### src/rtl/mem_pkg.sv
// Shared definitions for the MEM stage: funct3 size/sign codes and the bus FSM states.
package mem_pkg;

  localparam logic [2:0] F3_B  = 3'b000;
  localparam logic [2:0] F3_H  = 3'b001;
  localparam logic [2:0] F3_W  = 3'b010;
  localparam logic [2:0] F3_BU = 3'b100;
  localparam logic [2:0] F3_HU = 3'b101;

  typedef enum logic [1:0] {IDLE, BUS, DONE} mem_state_t;

endpackage

### src/rtl/load_align.sv
// Picks the addressed byte/halfword out of a bus word and sign- or zero-extends it.
module load_align
  import mem_pkg::*;
(
  input  logic [31:0] i_wb_dat,
  input  logic [2:0]  i_funct3,
  input  logic [1:0]  i_addr_lo,
  output logic [31:0] o_data
);

  logic [31:0] w_shifted;
  logic [7:0]  w_byte;
  logic [15:0] w_half;

  assign w_shifted = i_wb_dat >> {i_addr_lo, 3'b000};
  assign w_byte    = w_shifted[7:0];
  assign w_half    = i_addr_lo[1] ? i_wb_dat[31:16] : i_wb_dat[15:0];

  always_comb begin
    o_data = i_wb_dat;
    case (i_funct3)
      F3_B:    o_data = {{24{w_byte[7]}}, w_byte};
      F3_BU:   o_data = {24'h000000, w_byte};
      F3_H:    o_data = {{16{w_half[15]}}, w_half};
      F3_HU:   o_data = {16'h0000, w_half};
      default: o_data = i_wb_dat;
    endcase
  end

endmodule

### src/rtl/mem_access_stage.sv
// Pipeline MEM stage: one Wishbone classic cycle per load/store, stalling the pipe while busy.
module mem_access_stage
  import mem_pkg::*;
#(
  parameter int ADDR_WIDTH = 32,
  parameter int DATA_WIDTH = 32
) (
  input  logic                  clk,
  input  logic                  reset,
  input  logic                  mem_read,
  input  logic                  mem_write,
  input  logic [2:0]            funct3,
  input  logic [ADDR_WIDTH-1:0] addr_in,
  input  logic [DATA_WIDTH-1:0] store_data_in,
  output logic [DATA_WIDTH-1:0] load_data_out,
  output logic                  mem_busy,
  output logic                  misaligned,
  output logic                  wb_cyc_o,
  output logic                  wb_stb_o,
  output logic                  wb_we_o,
  output logic [ADDR_WIDTH-1:0] wb_adr_o,
  output logic [DATA_WIDTH-1:0] wb_dat_o,
  output logic [3:0]            wb_sel_o,
  input  logic [DATA_WIDTH-1:0] wb_dat_i,
  input  logic                  wb_ack_i
);

  mem_state_t            r_state, w_state_next;
  logic                  r_cyc, r_we;
  logic [ADDR_WIDTH-1:0] r_adr;
  logic [DATA_WIDTH-1:0] r_dat, r_load;
  logic [3:0]            r_sel;
  logic [2:0]            r_f3;
  logic [1:0]            r_alo;

  logic                  w_access, w_misaligned, w_req;
  logic [3:0]            w_sel;
  logic [DATA_WIDTH-1:0] w_sdat, w_ext;

  assign w_access = mem_read | mem_write;

  always_comb begin
    w_misaligned = 1'b0;
    case (funct3)
      F3_H, F3_HU: w_misaligned = addr_in[0];
      F3_W:        w_misaligned = |addr_in[1:0];
      default:     w_misaligned = 1'b0;
    endcase
    w_misaligned = w_misaligned & w_access;
  end

  assign w_req = w_access & ~w_misaligned;

  // Store lanes; BU/HU share the B/H lane pattern so loads latch a meaningful sel.
  always_comb begin
    w_sel  = 4'b1111;
    w_sdat = store_data_in;
    case (funct3)
      F3_B, F3_BU: begin
        w_sel  = 4'b0001 << addr_in[1:0];
        w_sdat = {4{store_data_in[7:0]}};
      end
      F3_H, F3_HU: begin
        w_sel  = 4'b0011 << {addr_in[1], 1'b0};
        w_sdat = {2{store_data_in[15:0]}};
      end
      default: begin
        w_sel  = 4'b1111;
        w_sdat = store_data_in;
      end
    endcase
  end

  load_align u_load_align (
    .i_wb_dat  (wb_dat_i),
    .i_funct3  (r_f3),
    .i_addr_lo (r_alo),
    .o_data    (w_ext)
  );

  always_comb begin
    w_state_next = r_state;
    case (r_state)
      IDLE:    if (w_req) w_state_next = BUS;
      BUS:     if (wb_ack_i) w_state_next = DONE;
      DONE:    w_state_next = IDLE;
      default: w_state_next = IDLE;
    endcase
  end

  always_ff @(posedge clk) begin
    if (reset) r_state <= IDLE;
    else       r_state <= w_state_next;
  end

  always_ff @(posedge clk) begin
    if (reset) begin
      r_cyc  <= 1'b0;
      r_we   <= 1'b0;
      r_adr  <= '0;
      r_dat  <= '0;
      r_sel  <= 4'b0000;
      r_load <= '0;
      r_f3   <= 3'b000;
      r_alo  <= 2'b00;
    end else begin
      case (r_state)
        IDLE: begin
          if (w_req) begin
            r_cyc <= 1'b1;
            r_we  <= mem_write;
            r_adr <= {addr_in[ADDR_WIDTH-1:2], 2'b00};
            r_dat <= w_sdat;
            r_sel <= w_sel;
            r_f3  <= funct3;
            r_alo <= addr_in[1:0];
          end else if (w_misaligned) begin
            r_load <= '0;
          end
        end
        BUS: begin
          if (wb_ack_i) begin
            r_cyc <= 1'b0;
            if (!r_we) r_load <= w_ext;
          end
        end
        default: ;
      endcase
    end
  end

  assign mem_busy      = ((r_state == IDLE) & w_req) | (r_state == BUS);
  assign misaligned    = w_misaligned;
  assign wb_cyc_o      = r_cyc;
  assign wb_stb_o      = r_cyc;
  assign wb_we_o       = r_we;
  assign wb_adr_o      = r_adr;
  assign wb_dat_o      = r_dat;
  assign wb_sel_o      = r_sel;
  assign load_data_out = r_load;

endmodule
### config.mk
export PLATFORM = sky130hd
export DESIGN_NAME = mem_access_stage
export DESIGN_NICKNAME = d
export VERILOG_FILES = /design/src/rtl/mem_pkg.sv /design/src/rtl/load_align.sv /design/src/rtl/mem_access_stage.sv
export SDC_FILE = /design/constraint.sdc
export NUM_CORES = 1
export LEC_CHECK = 0
export ABC_AREA = 1
export BUFFER_PORTS_ARGS = -buffer_cell sky130_fd_sc_hd__buf_2
export CORE_MARGIN = 1
export CORE_UTILIZATION = 44
export DETAILED_ROUTE_END_ITERATION = 8
export GPL_TIMING_DRIVEN = 0
export PLACE_DENSITY_LB_ADDON = 0.05
export REMOVE_ABC_BUFFERS = 1
export SLEW_MARGIN = 20
export SYNTH_ARGS = -nofsm -noshare
export SYNTH_HDL_FRONTEND = slang
export SYNTH_SLANG_ARGS = --single-unit
export TNS_END_PERCENT = 5
### constraint.sdc
create_clock -name clk -period 1.2 [get_ports clk]
set_input_delay 0.24 -clock clk [delete_from_list [all_inputs] [get_ports clk]]
set_output_delay 0.24 -clock clk [all_outputs]
set_load 0.01 [all_outputs]
Word-level counts from Yosys, hierarchy flattened
Index checks and enable logic that the tools add are counted.

storage, ports and cells
  RAM bits = 0
  bits in registers = 107
  memory bits (read-only) = 0
  latch bits = 0
  word-level logic and storage cells = 58
  memories = 0

operators by class
  bitwise operators = 6
  div/mod/pow operators = 0
  reduce and logical (&&, ||, !) cells = 11
  $lt $le $gt $ge = 0
  eq/ne operators = 13
  mux-type cells = 16
  shift-type cells = 3
  multiply operators = 0
  add/subtract/negate cells = 0

operators by type and width
  kind                                             count
  two-way mux 32 bit                               4
  case mux 32 bit (2 select lines)                 2
  case mux 32 bit (4 select lines)                 1
  right shift 32 x 5 -> 8 bit                      1
  two-way mux 16 bit                               1
  == test 3 bit, second input constant             4
  != test 2 bit, second input constant             5
  case mux 4 bit (2 select lines)                  1
  == test 3 x 1 -> 1 bit, second input constant    2
  zero test 3 bit                                  2
  OR reduction 2 bit                               3
  AND reduction 5 bit                              1
  two-way mux 2 bit                                2
  case mux 1 bit (2 select lines)                  2
  case mux 2 bit (2 select lines)                  1
  AND reduction 2 bit                              2
  left shift 1 x 2 -> 4 bit, first input constant  1
  left shift 2 x 2 -> 4 bit, first input constant  1
  AND 1 bit                                        3
  == test 3 x 2 -> 1 bit, second input constant    1
  AND reduction 3 bit                              1
  == test 2 x 1 -> 1 bit, second input constant    1
  zero test 2 bit                                  1
  two-way mux 1 bit                                2
  other kinds (3)                                  4

Longest topological paths before layout
Gate-level depths: netlist of run 1.

  depth after elaboration = 8
  mapped depth = 11
  depth with buffers taken out = 10

Hierarchy
A second synthesis of run 1 with hierarchy kept.

second synthesis, totals
  cell total of the unflattened synthesis = 815
  area total of the unflattened synthesis = 5,520.3 um^2

by module, submodules not included
  module            times used  area an instance (um^2)  cells an instance  seq. area each (um^2)
  mem_access_stage  1           4,648.2                  646                2,142.1
  load_align        1           872.1                    169                0.0

Worst setup path after synthesis of run 1
No wires, ideal clock.

  path kind = reg2out
  from = register r_state[1]
  to = output mem_busy
  stages on the path, launching flop included = 8
  required time = 960 ps
  path slack = -151 ps
  data arrival time = 1,111 ps
  cell sequence = dfxtp_1 nor2_1 nand2_1 nor2_4 inv_2 buf_4 buf_2 nand2_1

between the ends
  word-level cells in the longest chain between the ends = 3

RTL lines
  what                    RTL line                 source
  from (decl)             mem_access_stage.sv:28   mem_state_t r_state, w_state_next;
  from (signal assigned)  mem_access_stage.sv:93   else r_state <= w_state_next;
  zero test 2 bit         mem_access_stage.sv:132  assign mem_busy = ((r_state == IDLE) & w_req) | (r_state == BUS);
  AND 1 bit               mem_access_stage.sv:132
  OR 1 bit *              mem_access_stage.sv:132
  to (decl)               mem_access_stage.sv:16   output logic mem_busy,

Every way passes the cells marked *; elsewhere a longest branch is shown, timed or not.

Worst setup path in the final report of run 1
Ends and elaborated chain as after synthesis.

==> summary.txt, run 1 <==
Status: complete, but fails checks
Failing checks: negative setup slack
Final worst-path cycle share: 1.35
Setup Viol. Count Final: 107
Xor/xnor share of the synthesized area: 0
Largest family of logic cells by synthesized area: simple AND/OR/NAND/NOR gates
DR WL/cell: 15.4 um
Mapped Cells: 776
Synth top area cells: dfxtp_1, nand2_1, nor2_1
Initial antenna violation count: 0
Die footprint: 12200 um2
Achievable frequency: 617 MHz
Drt first pass iters: 5
Critical Path End Type: output port
GRT overflow: 0
Crit path max fanout: 3
Req. time, crit path: 0.96 ns
Cts bufs inserted: 9
Die Height: 110 um
Synth Area in Compound Gates: 0.185
First-pass GRT wire length: 26700 um
Tot Pwr: 10500 uW
Max clock buf depth: 2
# DRC: 0
Synth area leader: dfxtp_1
DRT iter0 DRCs: 405
Commonest cells after routing, fill and taps aside: buf_2, nand2_1, nor2_1
Worst hold path class: in2reg
Worst slack at placement: -1.47 ns
Max-cap violations: 0
Commonest non-fill, non-tap cell in the layout: buf_2
Final worst slack: -0.421 ns
Worst-Skew Late Latency: 0.35 ns
Design area: 7200 um2
Hold_buf cts: 0
Fill count: 1040
Starting Density: 0.452
Total core area: 11400 um2
H-tree levels: 3
DP Wirelength: 9920 um
Arrival time worst endpoint: 1.38 ns
Root buffer cell: clkbuf_16
Gr usage total: 0.287
PD cells: 1460 nW/um2
Slew Viols, Final: 0
Top cell type's share of synthesized area: 0.415
PortBufs: 206
Synth Area in Adders: 0
Kind of critical path: reg2out
Top Ports: 209
Layout Nets: 1088
Gpl congestion: 0.877
VDD IR max: 776 uV
Crit start category: register
Post-Synth Simple-Gate Area: 0.297
Final Hold Fails: 0
Via count of the routed design: 5910
RSZ-0062 raised after global routing: yes
Largest net degree at the start of global routing: 76
Vias in the first global route: 5432
Crit path time final: 1.62 ns
Syn Std Cell Area: 5160 um2
CTS tree: built
Diodes inserted: 0
DR vias/cell: 5.22
Slew headroom: 0.519
Register area share after synthesis: 0.415
Antenna-violating nets left: 0
Area growth from synthesis to layout: 39.6%
#FFs+latches synth: 107
Ys Warns: 0
Syn Area/Cell: 6.65 um2
Drt total wl: 17500 um
Placed Area: 6110 um2
Multiplexer share of the synthesized area: 0
Final worst hold slack: 0.109 ns
Sink Count: 107
Num rows: 39
Leakage power: 0.00359 uW
Final worst clock skew: 0.00304 ns
Layout cells sized above 1: 0.346
Synth cell types: 27
Clk slew on worst S/H paths: 0.07 ns
Worst slew pin tran: 0.722 ns
DIE WIDTH: 110 um
[worst paths after layout]
| check | startpoint | to | slack (ns) | cells after the start |
|---|---|---|---|---|
| setup reg to reg | r_state[1] | wb_adr_o[11] | -0.35 | 9 |
| setup / recovery | r_state[1] | mem_busy | -0.42 | 7 |
| hold reg to reg | wb_dat_o[2] | wb_dat_o[2] | 0.46 | 2 |
| hold / removal | addr_in[31] | wb_adr_o[31] | 0.11 | 3 |
[timing repair]
action	4_1_cts	5_1_grt
resized for setup	79	20
gates cloned	16	1
pin swaps	16	6
setup endpoints to repair	108	108
buffers inserted	35	1
[per-stage QoR]
stage                     setup TNS [ns]  cells   util
after global placement           -219.55   1070  0.531
final                             -27.68   1132  0.631
after detailed placement         -118.55   1072  0.535
after floorplan                  -101.70    721      -
after CTS                         -24.16   1130  0.622
after global routing              -36.56   1132  0.631
[where the power goes]
part           switching [uW]  internal (uW)  total (uW)
clock network            1380           1460        2840
logic                    2070           1380        3450
registers                 235           3980        4220
[layer usage]
metal	track usage	part of all wire	vias to the layer above	routed length, um
li1	-	-	2901	-
met1	0.333	0.40	2723	6990
met2	0.494	0.49	235	8600
met3	0.0694	0.075	51	1310
met4	0.141	0.033	0	570
met5	0	0	-	0
[area by class of cell]
cell class                      count  area (um2)  share of cell area
Timing Repair Buffer              237        1450               0.201
Clock inverter                      6        41.3             0.00573
Inverter                           56         260              0.0361
Timing Repair inverter              4        38.8             0.00538
Tap cell                          143         179              0.0248
Multi-Input combinational cell    569        2850               0.395
Clock buffer                       10         239              0.0332
Sequential cell                   107        2150               0.299
[state kept, by name, indices dropped and copies added, names as in the netlist]
name / count
wb_dat_o: 32
wb_we_o: 1
wb_cyc_o: 1
wb_sel_o: 4
load_data_out: 32
r_state: 2
r_alo: 2
r_f3: 3
wb_adr_o: 30
[synth_stat cells, drive strengths merged]
master / count
dfxtp: 107
a31oi: 8
inv: 56
conb: 1
a211oi: 3
nor3: 2
a21oi: 77
nor2: 147
o22ai: 3
clkbuf: 20
o21ai: 93
nand3: 30
or2: 14
buf: 36
nand2: 178
o211a: 1
[kinds of logic after synthesis]
| kind of cell | after synthesis |
|---|---|
| other | 1 |
| buffers and inverters | 112 |
| AND/OR/NAND/NOR | 371 |
| AO/OA/AOI/OAI | 185 |
| flip-flops | 107 |
[critical path: stages (launching register included)]
cell and delay (ns):
dfxtp_2 0.34, nor2_4 0.13, nand2_2 0.07, nor2_4 0.15, clkbuf_16 0.17, inv_16 0.03, nand2_4 0.04, buf_6 0.09
Power figures use the tool's default switching activity.
==> run 2: changes to the inputs <==
Settings changed: CELL_PAD_IN_SITES_DETAIL_PLACEMENT set to 1, CELL_PAD_IN_SITES_GLOBAL_PLACEMENT set to 1, CORE_UTILIZATION 44 to 30.
==> run 2 against run 1 <==
Effect of this change:
- the flow still finishes with violations (negative setup slack)
- final cell count increased by 6.7%
- register-to-register slack improved by 0.02 ns
- clock skew rose by 0.0023 ns
- sequential cell count unchanged
- critical path type unchanged
- highest routed layer is now met5
==> summary.txt, run 2 (same netlist as run 1, synthesis figures left out) <==
Clk slew on worst S/H paths: 0.08 ns
Cts bufs inserted: 9
# DRC: 0
DRT iter0 DRCs: 168
Critical Path Max Stage Delay: 0.36 ns
Req. time, crit path: 0.96 ns
Setup Viol. Count Final: 108
DP Wirelength: 12400 um
Antenna-violating nets left: 0
PortBufs: 206
Worst-Skew Late Latency: 0.35 ns
R2R cell count: 10
VDD IR max: 713 uV
Critical Path End Type: output port
Final Hold Fails: 0
CTS tree: built
Total core area: 16700 um2
Root buffer cell: clkbuf_16
Final worst clock skew: 0.00537 ns
DR vias/cell: 4.89
Crit start category: register
Layout Nets: 1086
Drt first pass iters: 4
Top Ports: 209
GRT overflow: 0
Worst slack at placement: -1.58 ns
Die Height: 133 um
Via count of the routed design: 5902
Worst slew pin tran: 0.767 ns
Largest net degree at the start of global routing: 76
Final worst hold slack: 0.113 ns
Area growth from synthesis to layout: 43.1%
Starting Density: 0.309
Slew Viols, Final: 0
Gpl congestion: 0.813
Commonest non-fill, non-tap cell in the layout: buf_2
Worst reg2reg startpoint: r_state[0]
Die footprint: 17700 um2
Failing checks: negative setup slack
PD cells: 1510 nW/um2
Commonest cells after routing, fill and taps aside: buf_2, nand2_1, nor2_1
Final worst slack: -0.363 ns
Crit path max fanout: 2
DR WL/cell: 17.3 um
Achievable frequency: 640 MHz
Crit path time final: 1.56 ns
Max clock buf depth: 2
Status: complete, but fails checks
Slowest stage cell, crit path: dfxtp_4
Num rows: 47
Max-cap violations: 0
Sink Count: 107
Initial antenna violation count: 4
Drt total wl: 20900 um
CP dominant cell by count: nor2_4
DIE WIDTH: 133 um
Hold_buf cts: 0
Arrival time worst endpoint: 1.32 ns
FF-to-FF End: wb_dat_o[21]
Leakage power: 0.00360 uW
Final worst-path cycle share: 1.30
R2r setup slk: -0.33 ns
Crit path launch: r_state[0]
First-pass GRT wire length: 32400 um
Kind of critical path: reg2out
CP cell instances: nor2_4, nand2_2, nor2_4, buf_12, inv_16, nand2_4, buf_6
Gr usage total: 0.235
RSZ-0062 raised after global routing: yes
Layout cells sized above 1: 0.368
Vias in the first global route: 6179
Worst setup path endpoint: mem_busy
Slew headroom: 0.488
Worst hold path class: in2reg
H-tree levels: 3
==> run 2: cell types whose count changed in the layout (fill, tap and decap cells not counted), moves of 3 or more <==
cell	change
o21ai_2	+4
nand2_4	-3
nor2_2	+16
buf_6	+4
nand2_2	+3
o21ai_0	-6
nor2_1	-16
buf_4	-4
==> run 2: how the worst min path moves through the flow <==
stage | slack (ns) | to | cells past startpoint | start
floorplan | 0.31 | r_alo[1] | 1 | reset
global placement | 0.45 | wb_dat_o[5] | 2 | wb_dat_o[5]
detailed placement | 0.46 | wb_dat_o[22] | 2 | wb_dat_o[22]
CTS | 0.1 | wb_adr_o[14] | 3 | addr_in[14]
global route | 0.10 | wb_adr_o[13] | 3 | addr_in[13]
finish | 0.11 | wb_adr_o[14] | 3 | addr_in[14]
==> run 2: critical path: cells and delay by family, from the launching register on <==
family | cells | cell delay [ns]
buffers and inverters | 3 | 0.26
DFF | 1 | 0.36
and+or+nand+nor | 4 | 0.35
==> run 2: through the flow <==
stage          instance area (um2)  setup TNS, ns  power, uW  utilization  instances
2_1_floorplan                 4850        -101.70       5790            -        721
3_3_place_gp                  6150        -229.51       6830        0.369       1147
3_5_place_dp                  6200        -113.16       6980        0.371       1149
4_1_cts                       7160         -25.42      11100        0.429       1203
5_1_grt                       7380         -34.07      11800        0.442       1208
6_report                      7380         -26.22      11100        0.442       1208
==> run 2: where the power goes <==
| part | total, uW | switching (uW) | leakage, uW | internal (uW) |
|---|---|---|---|---|
| combinational | 3540 | 2170 | 0.00256 | 1370 |
| sequential | 4200 | 225 | 0.000887 | 3980 |
| clock | 3370 | 1500 | 0.000156 | 1870 |
==> run 2: area by class of cell <==
type / count / area, um2
Antenna cell: 1 / 2.50
Clock buffer: 9 / 225
Clock inverter: 7 / 106
Fill cell: 2184 / 9320
Inverter: 56 / 254
Multi-Input combinational cell: 565 / 2840
Sequential cell: 107 / 2160
Tap cell: 220 / 275
Timing Repair Buffer: 237 / 1440
Timing Repair inverter: 6 / 77.6
==> run 2: timing repair <==
item | 4_1_cts | 5_1_grt
setup buffers | 24 | 2
hold endpoints to repair | 0 | 0
setup endpoints to repair | 108 | 108
gates cloned | 14 | 2
gates resized for setup | 73 | 62
pin swaps | 17 | 8
==> run 2: metal layers <==
layer  GRT usage  part of all wire  up-vias
met5           0           0.00058        -
met4      0.0783             0.021        2
met3      0.0693             0.064       26
met2       0.433              0.51      160
met1       0.255              0.40     2807
li1            -                 -     2907
